===== config.mk =====
export PLATFORM = sky130hd
export DESIGN_NAME = wb_write_buffer_flat
export DESIGN_NICKNAME = d
export VERILOG_FILES = /design/src/rtl/wb_write_buffer_if.sv /design/src/rtl/wb_write_buffer.sv /design/src/flat_wrapper.sv
export SDC_FILE = /design/constraint.sdc
export NUM_CORES = 1
export LEC_CHECK = 0
export ABC_CLOCK_PERIOD_IN_PS = 4500
export CORE_ASPECT_RATIO = 1.2
export CORE_MARGIN = 2
export CORE_UTILIZATION = 30
export DETAILED_ROUTE_END_ITERATION = 16
export DONT_BUFFER_PORTS = 1
export PLACE_DENSITY = 0.42
export SETUP_SLACK_MARGIN = 0.1
export SLEW_MARGIN = 20
export SYNTH_ARGS = -nofsm -noshare
export SYNTH_HDL_FRONTEND = slang
export SYNTH_SLANG_ARGS = --single-unit

===== constraint.sdc =====
create_clock -name CLK -period 4.5 [get_ports CLK]
set_input_delay 0.225 -clock CLK [delete_from_list [all_inputs] [get_ports CLK]]
set_output_delay 0.225 -clock CLK [all_outputs]
set_load 0.01 [all_outputs]

===== src/rtl/wb_write_buffer_if.sv =====
// rtl/wb_write_buffer_if.sv - producer requests and register-file write port of the writeback buffer
interface wb_write_buffer_if #(
  parameter int DEPTH = 4
);
  localparam int CW = $clog2(DEPTH) + 1;

  logic          mem_valid;
  logic [4:0]    mem_wsel;
  logic [31:0]   mem_wdat;
  logic          mem_ready;
  logic          alu_valid;
  logic [4:0]    alu_wsel;
  logic [31:0]   alu_wdat;
  logic          alu_ready;
  logic          WEN;
  logic [4:0]    wsel;
  logic [31:0]   wdat;
  logic [31:0]   pending;
  logic [CW-1:0] count;

  modport slave (
    input  mem_valid, mem_wsel, mem_wdat, alu_valid, alu_wsel, alu_wdat,
    output mem_ready, alu_ready, WEN, wsel, wdat, pending, count
  );

  modport master (
    output mem_valid, mem_wsel, mem_wdat, alu_valid, alu_wsel, alu_wdat,
    input  mem_ready, alu_ready, WEN, wsel, wdat, pending, count
  );
endinterface


===== src/rtl/wb_write_buffer.sv =====
// rtl/wb_write_buffer.sv - two-producer in-order writeback FIFO driving the register file write port
module wb_write_buffer #(
  parameter int DEPTH = 4
) (
  input  logic           CLK,
  input  logic           nRST,
  wb_write_buffer_if.slave bus
);
  localparam int AW = (DEPTH > 1) ? $clog2(DEPTH) : 1;
  localparam int CW = AW + 1;

  logic [AW-1:0] rd_ptr_q, rd_ptr_d;
  logic [AW-1:0] wr_ptr_q, wr_ptr_d;
  logic [CW-1:0] count_q, count_d;
  logic [4:0]    ent_wsel_q [DEPTH];
  logic [4:0]    ent_wsel_d [DEPTH];
  logic [31:0]   ent_wdat_q [DEPTH];
  logic [31:0]   ent_wdat_d [DEPTH];
  logic          wen_q, wen_d;
  logic [4:0]    wsel_q, wsel_d;
  logic [31:0]   wdat_q, wdat_d;

  logic          mem_ready, alu_ready;
  logic          mem_push, alu_push, pop;
  logic [AW-1:0] alu_slot;
  logic [AW-1:0] occ;
  logic [31:0]   pend;

  // Readiness looks only at the registered count so valid never feeds ready.
  assign mem_ready = (count_q <= CW'(DEPTH - 1));
  assign alu_ready = (count_q <= CW'(DEPTH - 2));

  // Writes to r0 complete the handshake but are dropped here.
  assign mem_push = bus.mem_valid && mem_ready && (bus.mem_wsel != 5'd0);
  assign alu_push = bus.alu_valid && alu_ready && (bus.alu_wsel != 5'd0);
  assign pop      = (count_q != '0);

  // The mem entry is older, so the ALU entry lands one slot behind it.
  assign alu_slot = mem_push ? (wr_ptr_q + AW'(1)) : wr_ptr_q;

  always_comb begin
    ent_wsel_d = ent_wsel_q;
    ent_wdat_d = ent_wdat_q;
    if (mem_push) begin
      ent_wsel_d[wr_ptr_q] = bus.mem_wsel;
      ent_wdat_d[wr_ptr_q] = bus.mem_wdat;
    end
    if (alu_push) begin
      ent_wsel_d[alu_slot] = bus.alu_wsel;
      ent_wdat_d[alu_slot] = bus.alu_wdat;
    end
  end

  always_comb begin
    wr_ptr_d = wr_ptr_q + AW'(mem_push) + AW'(alu_push);
    rd_ptr_d = rd_ptr_q + AW'(pop);
    count_d  = count_q + CW'(mem_push) + CW'(alu_push) - CW'(pop);
  end

  always_comb begin
    wen_d  = pop;
    wsel_d = wsel_q;
    wdat_d = wdat_q;
    if (pop) begin
      wsel_d = ent_wsel_q[rd_ptr_q];
      wdat_d = ent_wdat_q[rd_ptr_q];
    end
  end

  // An entry is live when its distance from the read pointer is below count.
  always_comb begin
    pend = '0;
    occ  = '0;
    for (int i = 0; i < DEPTH; i++) begin
      occ = AW'(i) - rd_ptr_q;
      if (CW'(occ) < count_q) begin
        pend[ent_wsel_q[i]] = 1'b1;
      end
    end
    if (wen_q) begin
      pend[wsel_q] = 1'b1;
    end
    pend[0] = 1'b0;
  end

  always_ff @(posedge CLK or negedge nRST) begin
    if (!nRST) begin
      rd_ptr_q <= '0;
      wr_ptr_q <= '0;
      count_q  <= '0;
      wen_q    <= 1'b0;
      wsel_q   <= '0;
      wdat_q   <= '0;
      for (int i = 0; i < DEPTH; i++) begin
        ent_wsel_q[i] <= '0;
        ent_wdat_q[i] <= '0;
      end
    end else begin
      rd_ptr_q   <= rd_ptr_d;
      wr_ptr_q   <= wr_ptr_d;
      count_q    <= count_d;
      wen_q      <= wen_d;
      wsel_q     <= wsel_d;
      wdat_q     <= wdat_d;
      ent_wsel_q <= ent_wsel_d;
      ent_wdat_q <= ent_wdat_d;
    end
  end

  assign bus.mem_ready = mem_ready;
  assign bus.alu_ready = alu_ready;
  assign bus.WEN       = wen_q;
  assign bus.wsel      = wsel_q;
  assign bus.wdat      = wdat_q;
  assign bus.pending   = pend;
  assign bus.count     = count_q;
endmodule


===== src/flat_wrapper.sv =====
// flat-port wrapper written by rule: the top's interface ports become plain ports
module wb_write_buffer_flat 
#(
  parameter int DEPTH = 4
)
  (CLK, nRST, bus_mem_valid, bus_mem_wsel, bus_mem_wdat, bus_alu_valid, bus_alu_wsel, bus_alu_wdat, bus_mem_ready, bus_alu_ready, bus_WEN, bus_wsel, bus_wdat, bus_pending, bus_count);
  wb_write_buffer_if #(.DEPTH(DEPTH)) bus_i ();
  input  logic CLK;
  input  logic nRST;
  input wire logic [$bits(bus_i.mem_valid)-1:0] bus_mem_valid;
  input wire logic [$bits(bus_i.mem_wsel)-1:0] bus_mem_wsel;
  input wire logic [$bits(bus_i.mem_wdat)-1:0] bus_mem_wdat;
  input wire logic [$bits(bus_i.alu_valid)-1:0] bus_alu_valid;
  input wire logic [$bits(bus_i.alu_wsel)-1:0] bus_alu_wsel;
  input wire logic [$bits(bus_i.alu_wdat)-1:0] bus_alu_wdat;
  output wire logic [$bits(bus_i.mem_ready)-1:0] bus_mem_ready;
  output wire logic [$bits(bus_i.alu_ready)-1:0] bus_alu_ready;
  output wire logic [$bits(bus_i.WEN)-1:0] bus_WEN;
  output wire logic [$bits(bus_i.wsel)-1:0] bus_wsel;
  output wire logic [$bits(bus_i.wdat)-1:0] bus_wdat;
  output wire logic [$bits(bus_i.pending)-1:0] bus_pending;
  output wire logic [$bits(bus_i.count)-1:0] bus_count;
  assign bus_i.mem_valid = bus_mem_valid;
  assign bus_i.mem_wsel = bus_mem_wsel;
  assign bus_i.mem_wdat = bus_mem_wdat;
  assign bus_i.alu_valid = bus_alu_valid;
  assign bus_i.alu_wsel = bus_alu_wsel;
  assign bus_i.alu_wdat = bus_alu_wdat;
  assign bus_mem_ready = bus_i.mem_ready;
  assign bus_alu_ready = bus_i.alu_ready;
  assign bus_WEN = bus_i.WEN;
  assign bus_wsel = bus_i.wsel;
  assign bus_wdat = bus_i.wdat;
  assign bus_pending = bus_i.pending;
  assign bus_count = bus_i.count;
  wb_write_buffer #(.DEPTH(DEPTH)) u_core (.CLK(CLK), .nRST(nRST), .bus(bus_i));
endmodule

### After elaboration in Yosys (flattened, before gate mapping)

Cells that the tools add are included.

* bits of input ports: 78
* output and inout bits: 75
* flip-flop bits (word level): 193
* word-level logic and storage cells: 105

* $add $sub $neg: 11
* reductions and logical operators: 14
* magnitude comparators: 21
* multiplexer cells: 38
* bitwise logic cells: 7

Operators with widths (count)
* $mux 32: 9
* $bwmux 128: 2
* $mux 128: 2
* $demux 32 s2: 2
* $or 32x32->32: 4
* $bmux 32 s2: 1
* $bwmux 20: 2
* $mux 20: 2
* $lt 5x6->1 const B: 5
* $demux 1 s5: 5
* $ge 5x1->1 const B: 5
* $demux 5 s2: 2
* $mux 5: 4
* $lt 2x3->1: 4
* $logic_and 1x1->1: 11
* $bmux 5 s2: 1
* $reduce_bool 5->1: 2
* $ge 3x3->1 const B: 3
* $not 2->3: 3
* $add 2x1->2: 3
* $add 3x1->3: 2
* $le 3x2->1 const B: 2
* $lt 3x1->1 const B: 2
* $mux 1: 5
* 6 further kinds: 8

### Logic depth before layout (Yosys ltp)

* depth after elaboration: 13
* depth in mapped cells: 13
* mapped depth without buffers: 11

### Worst setup path after synthesis

No wires, ideal clock.

* path type: register to register
* start point: register u_core.count_q[2], in the netlist u_core.bus.count[2]
* end point: register u_core.count_q[2], in the netlist u_core.bus.count[2]
* required time: 4377 ps
* setup time: 123 ps
* clock period less this slack: 2922 ps
* cell stages (with the launch flop): 14
* path slack: 1578 ps
* arrival time: 2800 ps
* buffers on the path: 2
* cells stage by stage: dfrtp_1 buf_2 inv_1 ha_1 and3b_4 nor3b_4 buf_6 and2_2 inv_1 ha_1 inv_1 fa_1 fa_1 xnor2_1

* cells in the longest elaborated chain, start to end: 6
* elaborated cells on any way between the ends: 10
* those cells by class: 3 x add/sub; 2 x order compare; 5 x reduce/logical

RTL lines
* from (decl): line wb_write_buffer.sv:14 `logic [CW-1:0] count_q, count_d;`
* from (signal assigned): line wb_write_buffer.sv:101 `count_q <= count_d;`
* $le 3x2->1: line wb_write_buffer.sv:30 `assign mem_ready = (count_q <= CW'(DEPTH - 1));`
* $logic_and 1x1->1 (2 in a row): line wb_write_buffer.sv:34 `assign mem_push = bus.mem_valid && mem_ready && (bus.mem_wsel != 5'd0);`
* $add 3x1->3 (2 in a row): line wb_write_buffer.sv:57 `count_d = count_q + CW'(mem_push) + CW'(alu_push) - CW'(pop);`
* $sub 3x1->3 *: line wb_write_buffer.sv:57
* via u_core.count_d[2]: line wb_write_buffer.sv:14

The timed path passes the listed nets; every way through them passes the cells marked *.
A chain may end at the register's enable or synchronous reset.

### Worst setup path after layout

* start point: register u_core.rd_ptr_q[1]
* end point: output port bus_pending[25]

* cells in the longest elaborated chain, start to end: 11
* elaborated cells on any way between the ends: 17
* those cells by class: 4 x add/sub; 4 x order compare; 5 x mux; 4 x bitwise

RTL lines
* from (decl): line wb_write_buffer.sv:12 `logic [AW-1:0] rd_ptr_q, rd_ptr_d;`
* from (signal assigned): line wb_write_buffer.sv:99 `rd_ptr_q <= rd_ptr_d;`
* $sub 1x2->2: line wb_write_buffer.sv:75 `occ = AW'(i) - rd_ptr_q;`
* $lt 2x3->1: line wb_write_buffer.sv:76 `if (CW'(occ) < count_q) begin`
* $mux 32: line wb_write_buffer.sv:76
* $or 32x32->32 (no source line)
* $mux 32: line wb_write_buffer.sv:76
* $or 32x32->32 (no source line)
* $mux 32: line wb_write_buffer.sv:76
* $or 32x32->32 (no source line)
* $mux 32 *: line wb_write_buffer.sv:76
* $or 32x32->32 (no source line)
* $mux 32 *: line wb_write_buffer.sv:80 `if (wen_q) begin`
* to (decl): line flat_wrapper.sv:21 `output wire logic [$bits(bus_i.pending)-1:0] bus_pending;`

Every way passes the cells marked *; elsewhere a longest branch is shown, timed or not.

==> impl_metrics.json <==
{
  "vdd_drop_max_mv": 0.2859,
  "r2r_start": "u_core.bus.count[1]",
  "cts_hold_buffers": 37,
  "power.share.sequential_pct": 32.1,
  "synth_seq_cells": 193,
  "final_cell_area_mm2": 0.01425,
  "power.switching_mw": 4.255,
  "crit_fanout": 18,
  "power_frac_comb_pct": 53.1,
  "synthArstFlopShare_pct": 100.0,
  "portBuffers": 0,
  "ioPinCount": 153,
  "drc": 0,
  "crit_type": "reg2out",
  "grt_pass1_wl_um": 59350,
  "grt_max_degree": 194,
  "drtPass1Iterations": 5,
  "die_w_um": 192.4,
  "ys.flop_type": "dfrtp_1",
  "antenna_found_initial": 2,
  "min_period_ns": 3.748,
  "hold_viol_final": 193,
  "hold-worst-slack_ns": -0.5367,
  "drt-total-wl_um": 39430,
  "cp-start-kind": "flip-flop",
  "nNetsFinal": 1051,
  "clock-skew-final_ns": 0.008524,
  "drt_iter0_markers": 452,
  "hold_path_class": "in2async",
  "tightest_slew_ns": 1.111,
  "dieArea_mm2": 0.04427,
  "met2_usage_pct": 30.90,
  "rsz0062_at_grt": "false",
  "std_cell_rows": 82,
  "gr-total-overflow": 0,
  "cts_tree": "yes",
  "final_antenna_net_count": 0,
  "dp_hpwl_um": 25440,
  "initial_core_util_pct": 30.53,
  "syn_area_mm2": 0.01278,
  "setup_viol": 0,
  "power.internal_mw": 7.183,
  "pwr-share-clk_pct": 14.7,
  "dr_total_vias": 8044,
  "clock-root-buffer": "clkbuf_16",
  "synth_top_cell_by_area": "dfrtp_1",
  "via_per_inst": 5.296,
  "use_met1_pct": 22.47,
  "ys_seq_area_share_pct": 37.79,
  "fmax_mhz": 266.8,
  "grt_pass1_vias": 8676,
  "ys_types": 59,
  "status": "finished with violations",
  "clockBufferDepth": 2,
  "crit_required_ns": 4.28,
  "yosysTopAreaCellShare_pct": 37.79,
  "swShare_pct": 37.20,
  "yosys_warnings": 0,
  "crit_path_start": "u_core.rd_ptr_q[1]",
  "syn_area_per_cell_um2": 13.57,
  "synth_edf_count": 0,
  "synth_area_leaders": "dfrtp_1 (38%), mux2_4 (28%), mux2_2 (8.2%)",
  "drv_cap": 0,
  "use_met3_pct": 4.350,
  "busiest_layer": "met2",
  "cts_buffers": 17,
  "gp_congestion": 0.9497,
  "cp.arrival_ns": 3.52,
  "place_area_mm2": 0.01325,
  "syn_to_final_growth_pct": 11.50,
  "detail_route.wl_per_cell_um": 25.96,
  "tns_ns": 0,
  "power_density_mw_per_mm2": 802.8,
  "grt_usage_pct": 18.19,
  "clk_pin_slew_ns": 0.07,
  "htree_levels": 4,
  "synthCells": 942,
  "core_area_mm2": 0.04186,
  "endpoint_kind": "primary output",
  "p_leak_nw": 6.551,
  "violations": "negative hold slack",
  "cts.sinks": 193,
  "min_period_over_period_pct": 83.28,
  "drv_slew": 0,
  "synth.net_count": 1035,
  "max_slew_margin_pct": 25.67,
  "clk_latency_ns": 0.46,
  "die_y_um": 230.1,
  "post_cts_buffers": 0,
  "final_layout_size_suffix_gt1_share_pct": 45.73
}
## critical path, stage by stage (launching register included)
cell and delay (ns):
dfrtp_2 0.79, inv_1 0.11, ha_1 0.31, a21boi_0 0.12
o21ai_0 0.63, nand2_1 0.54, a2bb2o_1 0.39, or3_1 0.16
## layer usage
metal / up-vias / routed length (µm)
met3: 51 / 2194
met4: 0 / 824
met1: 4247 / 16610
li1: 3520 / -
met5: - / 0
met2: 226 / 19800
## what timing repair did
item	4_1_cts	5_1_grt
endpoints found under the hold margin	341	193
setup endpoints to repair	0	0
gates resized for setup	0	0
## cell usage in the layout, fill, tap and decap left out, types with 4 or more instances in the layout
cell / netlist / layout
ha_1: 12 / 12
buf_4: 1 / 19
dlygate4sd3_1: 0 / 37
bufinv_16: 0 / 4
dfrtp_1: 193 / 191
o22ai_1: 29 / 29
o21ai_4: 4 / 4
o22a_1: 6 / 6
mux2_4: 240 / 240
nor2b_1: 18 / 18
nand4_1: 5 / 5
or3_1: 25 / 25
nand3_1: 23 / 23
o211ai_1: 7 / 7
a22oi_1: 4 / 4
nor2_1: 41 / 41
clkbuf_16: 0 / 17
a21oi_1: 6 / 6
nand2_1: 45 / 45
o21ai_0: 9 / 9
inv_1: 13 / 13
nand2b_1: 7 / 7
mux4_2: 37 / 37
nand3_4: 4 / 4
and2_1: 5 / 5
mux2_2: 93 / 93
## cell type report
| cell class | count | area [µm²] |
|---|---|---|
| Tap cell | 546 | 683.2 |
| Fill cell | 4146 | 27610 |
| Sequential cell | 193 | 4835 |
| Clock buffer | 22 | 464.2 |
| Timing Repair Buffer | 59 | 588.1 |
| Multi-Input combinational cell | 674 | 7466 |
| Antenna cell | 2 | 5.005 |
| Inverter | 13 | 48.80 |
| Clock inverter | 10 | 157.7 |
## path summary, 6_finish.rpt
kind	end	slack, ns	cells past startpoint
min in group CLK	u_core.ent_wdat_q[59]	0.03	2
max in group asynchronous	u_core.ent_wsel_q[19]	4.53	0
max reg2reg	u_core.ent_wdat_q[127]	1.22	8
min reg2reg	u_core.bus.wdat[25]	0.58	1
min	u_core.bus.wdat[9]	-0.54	0
max	bus_pending[25]	0.75	7
## through the flow
stage               util, %  hold slack (ns)  power [mW]  worst slack [ns]  instances
floorplan                 -         -0.07059       8.317             1.578        942
global placement      31.52         -0.06471       9.688             1.189       1446
detailed placement    31.65         -0.06625       9.742             1.170       1448
CTS                   34.02          -0.5703       11.52            0.7349       1517
global route          34.04          -0.5630       12.12            0.4921       1519
finish                34.04          -0.5367       11.44            0.7522       1519
## Yosys cell counts, types with 2 or more instances
cell	instances
o22ai_1	29
nand2_1	45
dfrtp_1	193
nand2b_1	7
nand3_1	23
inv_1	13
a22oi_1	4
o21ai_0	9
fa_1	3
a21oi_1	6
buf_6	26
nand4_1	5
o21ai_1	2
a2bb2o_1	3
buf_1	2
and4_2	2
ha_1	12
o221ai_1	3
mux4_2	37
o21ai_4	4
buf_2	6
and3_1	3
o21bai_1	2
nor3_1	4
o22a_1	6
and2_1	5
nor2b_1	18
nand3b_1	3
nor2_1	41
o211ai_1	7
or3_1	25
nor3b_1	3
clkbuf_1	27
a211oi_2	3
xor2_1	3
nand3_4	4
mux2_4	240
mux2_2	93
## power by group through the flow
stage | combinational [mW] | clock [mW] | sequential, mW
floorplan | 5.15 | 0 | 3.16
global placement | 5.98 | 0 | 3.71
detailed placement | 6.05 | 0 | 3.69
CTS | 6.11 | 1.74 | 3.68
global route | 6.50 | 1.79 | 3.83
finish | 6.08 | 1.69 | 3.67
## state kept, by name (all words and copies together) (netlist names)
name	cells
u_core.ent_wsel_q	20
u_core.bus.count	3
u_core.bus.WEN	1
u_core.rd_ptr_q	2
u_core.bus.wdat	32
u_core.bus.wsel	5
u_core.ent_wdat_q	128
u_core.wr_ptr_q	2
## cells by family after synthesis
kind of cell             share of synthesized area, %
multiplexers                                    42.92
XOR/XNOR                                       0.2742
adder cells (fa/ha/maj)                         1.645
AO/OA/AOI/OAI                                   5.170
buffers and inverters                           3.819
flip-flops                                      37.79
other                                         0.02935
AND/OR/NAND/NOR                                 8.352
Note: power is estimated with default switching activity, not from simulation.
